==> config.mk <==
export PLATFORM = sky130hd
export DESIGN_NAME = interrupt_pending_gen
export DESIGN_NICKNAME = d
export VERILOG_FILES = /design/src/rtl/interrupt_pending_gen.sv
export SDC_FILE = /design/constraint.sdc
export NUM_CORES = 1
export LEC_CHECK = 0
export CORE_MARGIN = 1
export CORE_UTILIZATION = 50
export DETAILED_ROUTE_END_ITERATION = 10
export HOLD_SLACK_MARGIN = 0.03
export PLACE_DENSITY_LB_ADDON = 0.3
export SYNTH_ARGS = -nofsm -noshare
export SYNTH_HDL_FRONTEND = slang
export SYNTH_SLANG_ARGS = --single-unit
==> constraint.sdc <==
create_clock -name i_clk -period 4.52 [get_ports i_clk]
set_input_delay 0.452 -clock i_clk [delete_from_list [all_inputs] [get_ports i_clk]]
set_output_delay 0.452 -clock i_clk [all_outputs]
set_load 0.1 [all_outputs]
==> src/rtl/interrupt_pending_gen.sv <==
// Machine interrupt-pending vector generator: mtime/mtimecmp timer, MSIP,
// synchronised external IRQs and S-mode software-writable pending bits.
module interrupt_pending_gen #(
  parameter int SYNC_STAGES = 2,
  parameter int PRESCALE    = 1
) (
  input  logic        i_clk,
  input  logic        i_rst_n,
  input  logic        i_ext_m_irq,
  input  logic        i_ext_s_irq,
  input  logic        i_mip_we,
  input  logic [11:0] i_mip_wdata,
  input  logic        i_bus_valid,
  input  logic        i_bus_we,
  input  logic [2:0]  i_bus_addr,
  input  logic [31:0] i_bus_wdata,
  output logic        o_bus_ready,
  output logic        o_rdata_valid,
  output logic [31:0] o_rdata,
  output logic [11:0] o_intp
);

  localparam int PW = (PRESCALE > 1) ? $clog2(PRESCALE) : 1;
  localparam logic [PW-1:0] PRESC_MAX = PW'(PRESCALE - 1);

  typedef enum logic {ST_IDLE = 1'b0, ST_RESP = 1'b1} state_t;

  state_t                 r_state;
  state_t                 w_state_next;
  logic                   r_bus_ready;
  logic                   w_bus_ready_next;
  logic                   r_rdata_valid;
  logic                   w_rdata_valid_next;
  logic [31:0]            r_rdata;
  logic [31:0]            w_rdata_next;
  logic                   w_accept;
  logic                   w_wr;
  logic [31:0]            w_rd_mux;

  logic [63:0]            r_mtime;
  logic [63:0]            r_mtimecmp;
  logic [63:0]            w_mtime_next;
  logic [63:0]            w_mtimecmp_next;
  logic [PW-1:0]          r_presc;
  logic [PW-1:0]          w_presc_next;
  logic                   w_tick;
  logic                   r_mtip;

  logic                   r_msip;
  logic                   r_ssip;
  logic                   r_stip;
  logic                   r_seip_sw;
  logic [SYNC_STAGES-1:0] r_sync_m;
  logic [SYNC_STAGES-1:0] r_sync_s;
  logic                   w_unused_mip;

  assign w_unused_mip = ^{i_mip_wdata[11:10], i_mip_wdata[8:6], i_mip_wdata[4:2], i_mip_wdata[0]};

  // Read-data source, sampled from the current (pre-tick) register values
  always_comb begin
    w_rd_mux = 32'd0;
    case (i_bus_addr)
      3'd0:    w_rd_mux = {31'd0, r_msip};
      3'd2:    w_rd_mux = r_mtimecmp[31:0];
      3'd3:    w_rd_mux = r_mtimecmp[63:32];
      3'd4:    w_rd_mux = r_mtime[31:0];
      3'd5:    w_rd_mux = r_mtime[63:32];
      default: w_rd_mux = 32'd0;
    endcase
  end

  // Bus FSM next state and registered handshake outputs
  always_comb begin
    w_state_next       = r_state;
    w_accept           = 1'b0;
    w_rdata_valid_next = 1'b0;
    w_rdata_next       = 32'd0;
    case (r_state)
      ST_IDLE: begin
        w_accept = i_bus_valid && r_bus_ready;
        if (w_accept && !i_bus_we) begin
          w_state_next       = ST_RESP;
          w_rdata_valid_next = 1'b1;
          w_rdata_next       = w_rd_mux;
        end else begin
          w_state_next = ST_IDLE;
        end
      end
      ST_RESP: w_state_next = ST_IDLE;
      default: w_state_next = ST_IDLE;
    endcase
    w_bus_ready_next = (w_state_next == ST_IDLE);
    w_wr             = w_accept && i_bus_we;
  end

  // Timer next values; a bus write replaces only its half, without carry
  always_comb begin
    w_tick          = (r_presc == PRESC_MAX);
    w_presc_next    = w_tick ? {PW{1'b0}} : r_presc + {{(PW-1){1'b0}}, 1'b1};
    w_mtime_next    = w_tick ? r_mtime + 64'd1 : r_mtime;
    w_mtimecmp_next = r_mtimecmp;
    if (w_wr) begin
      case (i_bus_addr)
        3'd2:    w_mtimecmp_next = {r_mtimecmp[63:32], i_bus_wdata};
        3'd3:    w_mtimecmp_next = {i_bus_wdata, r_mtimecmp[31:0]};
        3'd4:    w_mtime_next    = {r_mtime[63:32], i_bus_wdata};
        3'd5:    w_mtime_next    = {i_bus_wdata, r_mtime[31:0]};
        default: w_mtime_next    = w_mtime_next;
      endcase
    end else begin
      w_mtimecmp_next = r_mtimecmp;
    end
  end

  // Bus FSM state and response registers
  always_ff @(posedge i_clk or negedge i_rst_n) begin
    if (!i_rst_n) begin
      r_state       <= ST_IDLE;
      r_bus_ready   <= 1'b0;
      r_rdata_valid <= 1'b0;
      r_rdata       <= 32'd0;
    end else begin
      r_state       <= w_state_next;
      r_bus_ready   <= w_bus_ready_next;
      r_rdata_valid <= w_rdata_valid_next;
      r_rdata       <= w_rdata_next;
    end
  end

  // Timer, pending-bit and synchroniser registers
  always_ff @(posedge i_clk or negedge i_rst_n) begin
    if (!i_rst_n) begin
      r_mtime    <= 64'd0;
      r_mtimecmp <= {64{1'b1}};
      r_presc    <= {PW{1'b0}};
      r_mtip     <= 1'b0;
      r_msip     <= 1'b0;
      r_ssip     <= 1'b0;
      r_stip     <= 1'b0;
      r_seip_sw  <= 1'b0;
      r_sync_m   <= {SYNC_STAGES{1'b0}};
      r_sync_s   <= {SYNC_STAGES{1'b0}};
    end else begin
      r_mtime    <= w_mtime_next;
      r_mtimecmp <= w_mtimecmp_next;
      r_presc    <= w_presc_next;
      r_mtip     <= (w_mtime_next >= w_mtimecmp_next);
      if (w_wr && (i_bus_addr == 3'd0)) begin
        r_msip <= i_bus_wdata[0];
      end
      if (i_mip_we) begin
        r_ssip    <= i_mip_wdata[1];
        r_stip    <= i_mip_wdata[5];
        r_seip_sw <= i_mip_wdata[9];
      end
      r_sync_m <= {r_sync_m[SYNC_STAGES-2:0], i_ext_m_irq};
      r_sync_s <= {r_sync_s[SYNC_STAGES-2:0], i_ext_s_irq};
    end
  end

  assign o_bus_ready   = r_bus_ready;
  assign o_rdata_valid = r_rdata_valid;
  assign o_rdata       = r_rdata;
  assign o_intp        = {r_sync_m[SYNC_STAGES-1], 1'b0,
                          r_seip_sw | r_sync_s[SYNC_STAGES-1], 1'b0,
                          r_mtip, 1'b0, r_stip, 1'b0, r_msip, 1'b0, r_ssip, 1'b0};

endmodule

After elaboration in Yosys (flattened, before gate mapping):

Index checks and enable logic that the tools add are counted.

* input port bits: 54
* flip-flop bits (word level): 173
* word-level logic and storage cells: 43

* bitwise logic cells: 3
* multiplexer cells: 13
* $add $sub $neg: 2
* equality and inequality tests: 4
* $lt $le $gt $ge: 1
* reduce and logical (&&, ||, !) cells: 6

Operators with widths (number)
* one-hot mux 64 bit (2 select lines): 2
* 2-to-1 mux 64 bit: 3
* one-hot mux 32 bit (5 select lines): 1
* adder 64 x 1 -> 64 bit (second input constant): 1
* >= comparator 64 bit: 1
* 2-to-1 mux 32 bit: 2
* == test 3 x 2 -> 1 bit (second input constant): 2
* == test 3 bit (second input constant): 2
* logical AND 1 bit: 4
* 2-to-1 mux 1 bit: 4
* logical NOT 3 bit: 1
* inverter 1 bit: 2
* one-hot mux 1 bit (2 select lines): 1
* adder 1 bit (second input constant): 1
* logical NOT 1 bit: 1
* bitwise OR 1 bit: 1

Logic depth before layout (Yosys ltp):

Gate-level depths: netlist of the first run.

* depth in word-level cells: 5
* mapped depth: 16
* mapped depth without buffers: 14

Worst setup path before layout of the first run:

Ideal clock, no wire load.

* path type: reg-to-reg
* start: register r_bus_ready, in the netlist o_bus_ready
* end: register r_mtip
* setup slack: 0.608 ns
* period minus slack after synthesis: 3.912 ns
* path buffers: 2
* arrival: 3.780 ns
* data required time: 4.388 ns
* stages on the path, launching flop included: 15
* cells stage by stage: dfrtp_1 > nand4b_1 > nor2_1 > and2_1 > clkbuf_1 > clkbuf_1 > nor2_1 > o221a_2 > ha_1 > a21oi_1 > o21ai_0 > a221oi_1 > nor3_1 > a221oi_1 > o21ai_0

* longest elaborated chain between the ends: 5

Ends and longest elaborated chain
* from (decl): line 30 `logic r_bus_ready;`
* from (signal assigned): line 124 `r_bus_ready <= w_bus_ready_next;`
* logical AND 1 bit: line 80 `w_accept = i_bus_valid && r_bus_ready;`
* 2-to-1 mux 1 bit: line 78 `case (r_state)`
* logical AND 1 bit: line 93 `w_wr = w_accept && i_bus_we;`
* 2-to-1 mux 64 bit: line 102 `if (w_wr) begin`
* via w_mtime_next[17]: line 42 `logic [63:0] w_mtime_next;`
* >= comparator 64 bit: line 147 `r_mtip <= (w_mtime_next >= w_mtimecmp_next);`
* to (signal assigned): line 147
* to (decl): line 47 `logic r_mtip;`

The timed path passes the listed nets, and every way through them passes these cells.
A chain may end at the register's enable or synchronous reset.

Worst setup path in the final report of the first run:

* start: register r_mtime[28]
* end: register r_mtip

* longest elaborated chain between the ends: 5

Ends and longest elaborated chain
* from (decl): line 40 `logic [63:0] r_mtime;`
* from (signal assigned): line 144 `r_mtime <= w_mtime_next;`
* adder 64 x 1 -> 64 bit *: line 100 `w_mtime_next = w_tick ? r_mtime + 64'd1 : r_mtime;`
* 2-to-1 mux 64 bit *: line 100
* one-hot mux 64 bit (2 select lines): line 103 `case (i_bus_addr)`
* 2-to-1 mux 64 bit *: line 102
* via w_mtime_next[45]: line 42
* >= comparator 64 bit *: line 147

The timed path passes the listed nets; every way through them passes the cells marked *.

==> metrics.md, run 1 <==
| Metric | Value |
|---|---|
| I/O Pins | `100` |
| Clock tree root driver cell | `clkbuf_16` |
| Synthesized instance count | `1017` |
| Met1 wire length | `12.3 mm` |
| WL met2 | `13.2 mm` |
| CTS tree | `done` |
| R2R Setup Slk | `0.42 ns` |
| Post-synth top area cell | `dfrtp_1` |
| Vias in the first global route | `8402` |
| Tmin final | `4.10 ns` |
| # diodes | `0` |
| Status | `finished clean` |
| Cts repair resizes | `0` |
| Synth-to-Final Area Change | `18.8%` |
| Die Y | `143 microns` |
| RR Startpoint | `r_mtime[28]$_DFF_PN0_` |
| DP Cell Count | `1342` |
| Metal3 WL | `2.07 mm` |
| CP required | `4.82 ns` |
| P_leak | `0.00487 uW` |
| Worst-Skew Late Latency | `0.44 ns` |
| Die area | `20500 sq um` |
| Overflow after GRT | `0` |
| Synthesized area | `9940 sq um` |
| Routed vias/inst | `6.27` |
| Maxcap violations | `0` |
| Post-CTS setup buffers | `0` |
| Routed Antenna Nets | `0` |
| Drt first pass iters | `6` |
| Placed instance area | `11200 sq um` |
| Clock sinks | `171` |
| Crit Path Max Fanout | `9` |
| R2R depth | `14` |
| Crit path DAT | `4.40 ns` |
| Clock Skew | `0.00986 ns` |
| Clk slew on worst S/H paths | `0.07 ns` |
| Initial Util | `0.511` |
| Die width | `143 microns` |
| Top post-synthesis cells by area | `dfrtp_1 (27%), dfstp_2 (17%), ha_1 (8.2%), mux2_2 (5.4%), a22oi_1 (4.5%)` |
| Fill cells | `1629` |
| H-tree levels | `4` |
| # rows | `51` |
| Largest net degree at the start of global routing | `103` |
| Share of synthesized registers carrying an async set or reset | `1.00` |
| Core Box Area | `19500 sq um` |
| First-pass GRT wire length | `45.5 mm` |
| Worst Max-Slew Pin Slew | `0.983 ns` |
| Count leader, synth | `dfrtp_1` |
| Slew Limit Fails | `0` |
| Number of synthesized register bits | `171` |
| Post-Route WL | `28.4 mm` |
| CP Capture Type | `flip-flop` |
| WS Path Type | `reg -> reg` |
| Worst setup path endpoint | `r_mtip$_DFF_PN0_` |
| Final HPWL from detailed placement | `20.0 mm` |
| Final Cycle Share | `0.907` |
| RSZ-0062 raised after global routing | `false` |
| Synth top area share | `0.269` |
| Final #Nets | `1215` |
| Slew Limit Headroom | `0.343` |
| Post-CTS Hold Buffers | `0` |
| Clock buffer depth | `2` |
| Hold_ws | `0.109 ns` |
| Critical Path Source Type | `flip-flop` |
| Fin cells | `1374` |
| Initial antenna violation count | `1` |
| Pwr Density | `481 nW/um^2` |
| Synth Warn # | `0` |
| Post-synthesis sequential area ratio | `0.438` |
| Layout cells sized above 1 | `0.185` |
| Post-synth EDFFs | `0` |
| Top cells by count, synth | `dfrtp_1 (107), a21oi_1 (81), inv_1 (75)` |
| Starting DRT DRC Count | `814` |
| Final hold violations | `0` |
| Port Buffer Count | `84` |
| CTS buffer count | `17` |
| Wire per inst | `20.6 microns` |
| Vias | `8609` |
| Worst IR Drop VDD | `0.000258 V` |
| Total power | `5680 uW` |
| Fmax | `244 MHz` |
| Routability cong. | `0.918` |
| Synth unique cells | `63` |
| Top FF cell, synth | `dfrtp_1` |
| Total Neg Setup Slack | `0 ns` |
| DR top layer | `met5` |
| Post-route cell area | `11800 sq um` |
| Syn_area_per_cell | `9.78 sq um` |
| Crit path launch | `r_mtime[28]$_DFF_PN0_` |
| Crit Reg-Reg Endpoint | `r_mtip$_DFF_PN0_` |
| Setup violators final | `0` |
| Hold/Removal Path Class | `in -> async` |
| GRT Util Overall | `0.293` |
| DR DRC count | `0` |
-- cells in the final DEF, fill, tap and decap left out, types with 32 or more instances in the layout --
cell type,instances
a21oi_1,81
nor2_1,63
buf_4,41
nand3_1,32
clkdlybuf4s50_1,83
dfrtp_1,107
inv_1,75
dfstp_2,64
nand2_1,60
mux2_2,48
a22oi_1,60
ha_1,65
-- cells by family (layout without fill, tap and decap cells) --
| family | after synthesis | count (layout) | synth area share |
|---|---|---|---|
| AOI/OAI and AO/OA | 277 | 277 | 0.190 |
| and+or+nand+nor | 277 | 277 | 0.141 |
| DFF | 171 | 171 | 0.438 |
| buffers and inverters | 148 | 235 | 0.0639 |
| muxes | 76 | 76 | 0.0825 |
| adders and majority gates | 65 | 65 | 0.0818 |
| xor gates and xnor gates | 2 | 2 | 0.00176 |
| other | 1 | 6 | 0.000377 |
-- sequential cells by signal, indices dropped and copies added, names as in the netlist --
signal	count
r_mtimecmp	64
o_rdata	32
r_mtime	64
o_rdata_valid	1
r_stip	1
r_sync_s	2
o_bus_ready	1
r_msip	1
r_mtip	1
r_ssip	1
r_seip_sw	1
r_sync_m	2
-- final cells by class --
type                       instances  area [sq um]  share of cell area
timing repair buffer             128          1210               0.102
clock inverter                    15           210              0.0178
multi-input combinational        703          4990               0.423
inverter                          75           282              0.0238
clock buffer                      17           425              0.0360
sequential                       171          4360               0.369
tap                              265           332              0.0281
-- routing by layer --
layer,GRT usage,vias up
met5,0,-
met4,0.128,2
met3,0.0510,54
met2,0.462,389
met1,0.395,4241
li1,-,3923
-- worst max-delay path: stages, from the launching register on --
cell and delay (ns):
dfrtp_1 0.49, nand4_1 0.20, or2_1 0.34, or3_1 0.56, nor3_2 0.43, buf_4 0.23, and4b_1 0.20, a211o_1 0.12
ha_1 0.26, a21o_1 0.16, a21o_1 0.18, a221oi_1 0.27, o21ai_0 0.23, a21oi_1 0.19, o21ai_0 0.11
-- per-stage QoR --
step / utilization / setup WS [ns]
finish: 0.607 / 0.420
global route: 0.607 / 0.129
floorplan: - / 0.608
global placement: 0.574 / 0.334
detailed placement: 0.574 / 0.263
CTS: 0.607 / 0.423
-- where the power goes --
group / total, uW / internal, uW / switching, uW
registers: 2280 / 1960 / 318
logic: 1800 / 716 / 1080
clock network: 1600 / 936 / 667
total: 5680 / 3610 / 2070
-- how the worst min path moves through the flow --
stage	endpoint	slack, ns	depth (start not counted)
final	o_rdata[10]$_DFF_PN0_	0.11	1
after global routing	o_rdata[10]$_DFF_PN0_	0.20	1
after CTS	o_rdata[10]$_DFF_PN0_	0.17	1
after detailed placement	r_sync_m[1]$_DFF_PN0_	0.34	0
after global placement	r_sync_s[1]$_DFF_PN0_	0.33	0
after floorplan	o_bus_ready$_DFF_PN0_	0.16	0
(Power assumes the default switching activity.)
==> inputs of run 2 (changes only) <==
--- a/config.mk
+++ b/config.mk
@@ -5,11 +5,14 @@
 export SDC_FILE = /design/constraint.sdc
 export NUM_CORES = 1
 export LEC_CHECK = 0
+export ABC_AREA = 1
+export CAP_MARGIN = 30
 export CORE_MARGIN = 1
 export CORE_UTILIZATION = 50
 export DETAILED_ROUTE_END_ITERATION = 10
 export HOLD_SLACK_MARGIN = 0.03
 export PLACE_DENSITY_LB_ADDON = 0.3
+export SLEW_MARGIN = 15
 export SYNTH_ARGS = -nofsm -noshare
 export SYNTH_HDL_FRONTEND = slang
 export SYNTH_SLANG_ARGS = --single-unit
==> run 2 against run 1 <==
  * Synthesized area is 18% higher
  * Die area increased by 18%
  * Critical path depth rose by 4
  * Utilization is 2.0 points lower
  * Final cell count up 43%
  * Via count up 27%
  * Combinational power increased by 10%
  * Cell area rose by 14%
  * First-iteration DRC count up 5.4%
  * Synthesized cell count up 55%
  * Sequential share of layout area fell by 4.4 points
  * Critical path type unchanged
  * Critical endpoint unchanged
  * Highest routed layer is now met4
==> metrics.md, run 2 <==
| Metric | Value |
|---|---|
| Die width | `155 microns` |
| Setup violators final | `0` |
| GRT busiest layer | `met2` |
| Post-CTS setup buffers | `0` |
| Clock sinks | `171` |
| Number of synthesized register bits | `171` |
| Share of synthesized registers carrying an async set or reset | `1.00` |
| Routed Antenna Nets | `0` |
| Final #Nets | `1758` |
| Worst IR Drop VDD | `0.000254 V` |
| Post-Place Worst Slack | `0.809 ns` |
| Cells along the critical path | `ha_1, inv_1, nor2_4, inv_1, nor2_1, and2_1, nand3_1, nand3_1, nand2_1, ha_1, nand4_1, nor3_1, nand2_1, nor2_1, nand2_1, nand2_1, nor2_1, nand2_1` |
| Vias | `10957` |
| # diodes | `0` |
| CP Depth | `18` |
| Vias in the first global route | `10763` |
| Overflow after GRT | `0` |
| Drt first pass iters | `5` |
| Clock Skew | `0.00922 ns` |
| Pwr Density | `423 nW/um^2` |
| CP required | `4.89 ns` |
| Worst-Skew Late Latency | `0.44 ns` |
| Layout cells sized above 1 | `0.143` |
| Slowest CP cell | `dfrtp_1` |
| RSZ-0062 raised after global routing | `false` |
| H-tree levels | `4` |
| Cell mode on critical path | `nand2_1` |
| Count leader, synth | `nand2_1` |
| Synth unique cells | `44` |
| Post-synthesis sequential area ratio | `0.371` |
| Wire per inst | `18.1 microns` |
| Final setup margin | `0.727 ns` |
| Crit-path leading delay family | `simple AND/OR/NAND/NOR gates` |
| Total Neg Setup Slack | `0 ns` |
| Cts repair resizes | `0` |
| Routability cong. | `1.01` |
| Initial Util | `0.514` |
| Synth Warn # | `0` |
| Synth top area share | `0.228` |
| Hold/Removal Path Class | `in -> async` |
| Clock buffer depth | `2` |
| DR DRC count | `0` |
| Top FF cell, synth | `dfrtp_1` |
| Final HPWL from detailed placement | `26.8 mm` |
| Top cells by count, synth | `nand2_1 (356), inv_1 (226), nor2_1 (215)` |
| Routed vias/inst | `5.58` |
| Syn_area_per_cell | `7.42 sq um` |
| Top post-synthesis cells by area | `dfrtp_1 (23%), dfstp_2 (14%), nand2_1 (11%), inv_1 (7.2%), ha_1 (6.9%)` |
| Initial antenna violation count | `0` |
| Die area | `24100 sq um` |
| Die Y | `155 microns` |
| Port Buffer Count | `84` |
| R2R depth | `18` |
| Total power | `5670 uW` |
| Maxcap violations | `0` |
| Synth-to-Final Area Change | `14.3%` |
| Starting DRT DRC Count | `858` |
| Largest net degree at the start of global routing | `92` |
| Final Cycle Share | `0.839` |
| CTS buffer count | `17` |
| WS Path Type | `reg -> reg` |
| Tmin final | `3.79 ns` |
| Worst Max-Slew Pin Slew | `0.981 ns` |
| # rows | `55` |
| Synthesized area | `11700 sq um` |
| Slowest stage delay, CP | `0.48 ns` |
| I/O Pins | `100` |
| Critical Path Source Type | `flip-flop` |
| Met1 Resource Use GR | `0.417` |
| Post-synth EDFFs | `0` |
| Clock tree root driver cell | `clkbuf_16` |
| GRT Util Overall | `0.307` |
| Clk slew on worst S/H paths | `0.07 ns` |
| Fmax | `264 MHz` |
| Fin cells | `1965` |
| Crit Path Max Fanout | `6` |
| GR Layer Usage met2 | `0.483` |
| Slew Limit Fails | `0` |
| Core Box Area | `22800 sq um` |
| Crit path DAT | `4.17 ns` |
| CTS tree | `done` |
| CP Capture Type | `flip-flop` |
| First-pass GRT wire length | `56.9 mm` |
| Post-CTS Hold Buffers | `0` |
| Most frequent cells in the layout | `nand2_1 (353), inv_1 (226), nor2_1 (215)` |
| Final hold violations | `0` |
| Met3 usage | `0.0571` |
| Commonest non-fill, non-tap cell in the layout | `nand2_1` |
| Post-synth top area cell | `dfrtp_1` |
| Status | `finished clean` |
| Synthesized instance count | `1581` |
| P_leak | `0.00606 uW` |
| Crit path buf inv count | `2` |
| Hold_ws | `0.0441 ns` |
| Slew Limit Headroom | `0.344` |
| DP Cell Count | `1933` |
| Post-Route WL | `35.6 mm` |
-- run 2: cell types whose count changed after synthesis, sizes merged, moves of 31 or more --
cell	delta
buf	+31
nand2	+299
o22ai	+181
nand3	+44
mux2	-45
clkbuf	-35
a21oi	-41
a22oi	-60
nor2	+159
inv	+188
-- run 2: power breakdown --
group          total, uW  internal [uW]  switching (uW)  leakage [uW]
Sequential          2150           1940             209       0.00207
Combinational       1980            722            1250       0.00370
Clock               1550            845             701      0.000285
-- run 2: cell type report --
type / instances / area [sq um]
Fill cell: 2147 / 9430
Multi-Input combinational cell: 1082 / 6050
Sequential cell: 171 / 4360
Timing Repair Buffer: 103 / 1020
Inverter: 264 / 991
Clock buffer: 19 / 443
Tap cell: 313 / 392
Clock inverter: 13 / 158
-- run 2: stage by stage --
step | util | area (sq um)
global placement | 0.561 | 12800
finish | 0.587 | 13400
detailed placement | 0.561 | 12800
global route | 0.587 | 13400
CTS | 0.587 | 13400
floorplan | - | 11800
-- run 2: worst paths after layout --
check,start,endpoint,slack [ns]
hold reg to reg,r_sync_m[0]$_DFF_PN0_,r_sync_m[1]$_DFF_PN0_,0.35
min in group i_clk,r_sync_m[0]$_DFF_PN0_,r_sync_m[1]$_DFF_PN0_,0.35
hold / removal,i_rst_n,o_rdata[11]$_DFF_PN0_,0.04
max in group asynchronous,i_rst_n,r_mtimecmp[59]$_DFF_PN1_,3.51
setup / recovery,r_mtime[1]$_DFF_PN0_,r_mtip$_DFF_PN0_,0.73
setup reg to reg,r_mtime[1]$_DFF_PN0_,r_mtip$_DFF_PN0_,0.73
-- run 2: layer usage --
layer / share of wire / routed length, microns
met4: 0.033 / 1190
met5: 0 / 0
met3: 0.072 / 2560
met1: 0.44 / 15800
met2: 0.45 / 16000
-- run 2: cells by family (layout without fill, tap and decap cells) --
family,Yosys count,count (layout),synth area share
buffers and inverters,333,399,0.117
adders and majority gates,65,65,0.0693
and+or+nand+nor,712,712,0.252
AOI/OAI and AO/OA,275,275,0.172
muxes,3,3,0.00288
DFF,171,171,0.371
other,1,6,0.000320
xor gates and xnor gates,21,21,0.0157
